==> config.mk <==
export PLATFORM = sky130hd
export DESIGN_NAME = conv_window_accum
export DESIGN_NICKNAME = d
export VERILOG_FILES = /design/src/rtl/conv_window_accum.sv
export SDC_FILE = /design/constraint.sdc
export NUM_CORES = 1
export LEC_CHECK = 0
export CAP_MARGIN = 40
export CORE_ASPECT_RATIO = 0.5
export CORE_MARGIN = 2
export CORE_UTILIZATION = 30
export DETAILED_ROUTE_END_ITERATION = 8
export PLACE_DENSITY = 0.54
export SLEW_MARGIN = 15
export SYNTH_ARGS = -nofsm -noshare
export SYNTH_HDL_FRONTEND = slang
export SYNTH_SLANG_ARGS = --single-unit
==> constraint.sdc <==
create_clock -name clk -period 4.7 [get_ports clk]
set_clock_uncertainty 0.05 [all_clocks]
set_input_delay 0.94 -clock clk [delete_from_list [all_inputs] [get_ports clk]]
set_output_delay 0.94 -clock clk [all_outputs]
set_load 0.02 [all_outputs]
==> src/rtl/conv_window_accum.sv <==
// 3x3 window adder tree with per-channel accumulation, bias, saturation and one output per channel group.
// Optional: define CONV_ACCUM_RELU_EN to force negative saturated results to zero.
module conv_window_accum #(
    parameter int dwidth = 16,
    parameter int qwidth = 11,
    parameter int nchan  = 6,
    parameter int awidth = 24
) (
    input  logic                     clk,
    input  logic                     rst,
    input  logic                     in_valid,
    input  logic signed [dwidth-1:0] p00,
    input  logic signed [dwidth-1:0] p01,
    input  logic signed [dwidth-1:0] p02,
    input  logic signed [dwidth-1:0] p10,
    input  logic signed [dwidth-1:0] p11,
    input  logic signed [dwidth-1:0] p12,
    input  logic signed [dwidth-1:0] p20,
    input  logic signed [dwidth-1:0] p21,
    input  logic signed [dwidth-1:0] p22,
    input  logic signed [dwidth-1:0] bias,
    input  logic                     flush,
    output logic                     sum_valid,
    output logic signed [dwidth-1:0] sum,
    output logic                     sat
);

    localparam int cw = $clog2(nchan + 1);
    localparam logic signed [dwidth-1:0] c_max = {1'b0, {(dwidth-1){1'b1}}};
    localparam logic signed [dwidth-1:0] c_min = {1'b1, {(dwidth-1){1'b0}}};

    // Products are pre-scaled; the fraction width only constrains legal parameter sets.
    if (awidth < dwidth + 4 + $clog2(nchan) || qwidth >= dwidth || nchan < 1 || nchan > 256) begin : g_bad_params
        $error("conv_window_accum: illegal parameter combination");
    end

    typedef enum logic [1:0] {ACC_IDLE, ACC_RUN, ACC_EMIT} acc_state_t;

    function automatic logic signed [awidth-1:0] sext(input logic signed [dwidth-1:0] v);
        return {{(awidth-dwidth){v[dwidth-1]}}, v};
    endfunction

    logic signed [dwidth-1:0] w_p [9];
    logic signed [awidth-1:0] r_x [9];
    logic signed [awidth-1:0] r_a [5];
    logic signed [awidth-1:0] r_b [3];
    logic signed [awidth-1:0] r_c;
    logic                     r_v0, r_v1, r_v2, r_v3;
    logic signed [awidth-1:0] r_acc, r_acc_done, w_acc_next, w_r;
    logic        [cw-1:0]     r_cnt;
    logic                     w_last, w_hi, w_lo;
    logic signed [dwidth-1:0] w_clamped, w_sum;
    acc_state_t               r_state, w_state_next;

    assign w_p = '{p00, p01, p02, p10, p11, p12, p20, p21, p22};

    // Valid bits are cleared by reset and flush; the data registers behind them need no reset.
    always_ff @(posedge clk) begin
        if (rst || flush) begin
            r_v0 <= 1'b0;
            r_v1 <= 1'b0;
            r_v2 <= 1'b0;
            r_v3 <= 1'b0;
        end else begin
            r_v0 <= in_valid;
            r_v1 <= r_v0;
            r_v2 <= r_v1;
            r_v3 <= r_v2;
        end
    end

    // NOTE: tree data registers are left unreset on purpose; a stale value is never consumed without its valid bit.
    always_ff @(posedge clk) begin
        if (in_valid) begin
            for (int i = 0; i < 9; i++) r_x[i] <= sext(w_p[i]);
        end
        if (r_v0) begin
            r_a[0] <= r_x[0] + r_x[1];
            r_a[1] <= r_x[2] + r_x[3];
            r_a[2] <= r_x[4] + r_x[5];
            r_a[3] <= r_x[6] + r_x[7];
            r_a[4] <= r_x[8];
        end
        if (r_v1) begin
            r_b[0] <= r_a[0] + r_a[1];
            r_b[1] <= r_a[2] + r_a[3];
            r_b[2] <= r_a[4];
        end
        if (r_v2) begin
            r_c <= r_b[0] + r_b[1] + r_b[2];
        end
    end

    assign w_last     = (r_cnt == cw'(nchan - 1));
    assign w_acc_next = (r_cnt == '0) ? r_c : r_acc + r_c;

    always_ff @(posedge clk) begin
        if (rst || flush) begin
            r_cnt <= '0;
            r_acc <= '0;
        end else if (r_v3) begin
            r_acc <= w_acc_next;
            r_cnt <= w_last ? '0 : r_cnt + cw'(1);
        end
    end

    // Snapshot of the finished group so the next group can start accumulating during the emit cycle.
    always_ff @(posedge clk) begin
        if (r_v3 && w_last && !rst && !flush) r_acc_done <= w_acc_next;
    end

    always_ff @(posedge clk) begin
        if (rst) r_state <= ACC_IDLE;
        else     r_state <= w_state_next;
    end

    // NOTE: every combinational output gets a default first, so no path can infer a latch.
    always_comb begin
        w_state_next = r_state;
        if (flush)                    w_state_next = ACC_IDLE;
        else if (r_v3)                w_state_next = w_last ? ACC_EMIT : ACC_RUN;
        else if (r_state == ACC_EMIT) w_state_next = ACC_IDLE;
    end

    assign w_r       = r_acc_done + sext(bias);
    assign w_hi      = (w_r > sext(c_max));
    assign w_lo      = (w_r < sext(c_min));
    assign w_clamped = w_hi ? c_max : (w_lo ? c_min : w_r[dwidth-1:0]);
`ifdef CONV_ACCUM_RELU_EN
    assign w_sum     = w_clamped[dwidth-1] ? '0 : w_clamped;
`else
    assign w_sum     = w_clamped;
`endif

    always_ff @(posedge clk) begin
        if (rst) begin
            sum_valid <= 1'b0;
            sum       <= '0;
            sat       <= 1'b0;
        end else begin
            sum_valid <= (r_state == ACC_EMIT);
            if (r_state == ACC_EMIT) begin
                sum <= w_sum;
                sat <= w_hi || w_lo;
            end
        end
    end

endmodule
==> impl_metrics.json <==
{
  "synth-edff-count": 368,
  "finalHoldViolCount": 0,
  "cts_resized": 0,
  "p_per_area_nw_per_um2": 349,
  "fillers": 7022,
  "synthCells": 1801,
  "synth_largest_area_cell": "edfxtp_1",
  "required_ns": 5.12,
  "vias": 14000,
  "dr.pass1.iters": 5,
  "start_kind": "primary input",
  "root_buffer": "clkbuf_16",
  "cts_tree": "done",
  "synth_common_cells": "edfxtp_1, ha_1, nor2_1",
  "core_area_um2": 72800,
  "synth_fp_nets": 2175,
  "ir_drop_mv": 0.222,
  "first_global_vias": 13500,
  "die_w_um": 387,
  "ys_warn_count": 0,
  "clkTransAtPathRegs_ns": 0.06,
  "grt_setup_unrepaired": "no",
  "synth.avg_cell_area_um2": 12.2,
  "grt_usage": 0.121,
  "yosysUniqueCellTypes": 78,
  "status": "completed",
  "crit_arrival_ns": 4.54,
  "min_path_type": "reg2reg",
  "io_pins": 182,
  "antenna_found_initial": 7,
  "synth_flop_cell": "edfxtp_1",
  "gp_congestion": 0.814,
  "globalRouteOverflowTotal": 0,
  "synth.most_common_cell": "edfxtp_1",
  "worst_pin_slew_ns": 0.860,
  "areaGrowthSynthToFinish_pct": 20.5,
  "maxSlewViolCount": 0,
  "yosysSeqAreaShare": 0.549,
  "drtIter0Drc": 720,
  "cts_sinks": 419,
  "cts_max_level": 2,
  "setup_viol": 0,
  "ys_ff_latch": 419,
  "path_max_fanout": 16,
  "relSlewSlack": 0.427,
  "nets": 2395,
  "synth_top_cell_area_share": 0.503,
  "grt_pass1_wl_mm": 72.3,
  "wirelength_mm": 46.1,
  "die_area_um2": 75600,
  "period_needed_ns": 4.12,
  "routed_via_density": 4.64,
  "end_kind": "register",
  "post-place-ws_ns": -0.0487,
  "post_cts_buffers": 0,
  "grt_max_degree": 92,
  "max_cap_violations": 0,
  "crit_type": "in2reg",
  "placement.io_buffers": 181,
  "dpl.cell_count": 2945,
  "cts_buffer_depth": 3,
  "postCtsHoldBufs": 0,
  "instances_no_fill": 3025,
  "wire_per_inst_um": 15.2,
  "max_clock_freq_mhz": 243,
  "post-dp-hpwl_mm": 34.6,
  "cts_made_buffers": 43,
  "post-route-drc-count": 0,
  "start_util": 0.302,
  "clock_latency_ns": 0.58,
  "fp-row-count": 70,
  "ant_nets": 0,
  "fin_crit_sh": 0.877,
  "ys_async_sr_fraction": 0,
  "tns_ns": 0,
  "p_total_mw": 9.25,
  "drive_gt1_frac": 0.0609,
  "p_leak_nw": 9.93,
  "die_h_um": 195,
  "setup_slack_ns": 0.579,
  "synth_area_leaders": "edfxtp_1, ha_1, dfxtp_1",
  "syn_area_um2": 22000
}
-- layout make-up --
class | instances | area (µm²) | share of cell area
multi-input combinational | 1255 | 9390 | 0.354
clock inverter | 17 | 220 | 0.00831
timing repair buffer | 201 | 2040 | 0.0771
tap | 972 | 1220 | 0.0459
clock buffer | 59 | 1160 | 0.0438
sequential | 419 | 12100 | 0.456
inverter | 101 | 379 | 0.0143
antenna | 1 | 2.50 | 0.0000945
-- placed cells by master (no fill, tap or decap), types with 16 or more instances in the layout --
cell | synthesis | layout
or3_1 | 35 | 35
edfxtp_1 | 368 | 368
o211ai_1 | 27 | 27
nand3_1 | 40 | 40
ha_1 | 178 | 178
nor2_1 | 137 | 136
and3_1 | 24 | 24
clkbuf_16 | 0 | 44
inv_1 | 101 | 101
xor2_1 | 39 | 39
nand2b_1 | 18 | 18
nand2_1 | 101 | 101
nor3_1 | 45 | 44
dfxtp_1 | 51 | 48
a21o_1 | 47 | 47
nor2b_1 | 18 | 18
a21oi_1 | 106 | 106
fa_1 | 32 | 32
xnor2_1 | 100 | 100
clkdlybuf4s50_1 | 0 | 180
a31oi_1 | 16 | 16
o21ai_0 | 83 | 83
o21a_1 | 23 | 23
-- report_power, final --
| group | switching, mW | total (mW) | internal, mW |
|---|---|---|---|
| Combinational | 0.777 | 1.42 | 0.645 |
| Clock | 1.42 | 3.43 | 2.00 |
| Sequential | 0.0605 | 4.39 | 4.33 |
| Total | 2.26 | 9.25 | 6.98 |
-- worst max-delay path, cell delays in order --
cell             delay [ns]
clkdlybuf4s50_1        0.43
ha_1                   0.23
fa_1                   0.40
a211oi_2               0.28
o211ai_2               0.18
nand4bb_2              0.14
a21boi_2               0.07
o41a_1                 0.41
or4_1                  0.40
nand3_1                0.11
and4b_1                0.21
a32o_2                 0.41
o32ai_1                0.31
-- worst paths after layout --
path              cells after the start    endpoint        from  slack [ns]
setup / recovery                     13      sum[0]     bias[0]        0.58
hold / removal                        0  r_b[0][48]  r_a[0][96]        0.37
setup reg to reg                     13  r_a[0][22]   r_x[0][0]        0.91
hold reg to reg                       0  r_b[0][48]  r_a[0][96]        0.37
-- routing by layer --
metal	up-vias	GRT usage	part of all wire
met5	-	0	0
met4	0	0.0333	0.019
met3	54	0.0232	0.042
met2	205	0.196	0.46
met1	6575	0.165	0.48
li1	7204	-	-
-- per-stage QoR --
stage / hold WS (ns) / instance area [µm²] / util
6_report: 0.368 / 26500 / 0.364
5_1_grt: 0.372 / 26500 / 0.364
4_1_cts: 0.369 / 26400 / 0.363
3_5_place_dp: 0.355 / 25000 / 0.344
3_3_place_gp: 0.353 / 25000 / 0.344
2_1_floorplan: 0.350 / 22000 / -
-- cell families (layout without fill, tap and decap cells) --
logic type,after synthesis,in the layout,share of synthesized area
xor gates and xnor gates,139,139,0.0554
adders and majority gates,210,210,0.130
and+or+nand+nor,477,477,0.107
other,0,1,0
DFF,419,419,0.549
buffers and inverters,127,378,0.0241
muxes,4,4,0.00188
AOI/OAI and AO/OA,425,425,0.132
-- registers in the layout, indices dropped and copies added, names as in the netlist --
name        cells
r_x           144
r_a           112
r_b            64
r_acc          24
r_acc_done     24
r_c            24
sum            16
r_cnt           3
r_state         2
r_v0            1
r_v1            1
r_v2            1
r_v3            1
sat             1
sum_valid       1
Note: power is estimated with default switching activity, not from simulation.
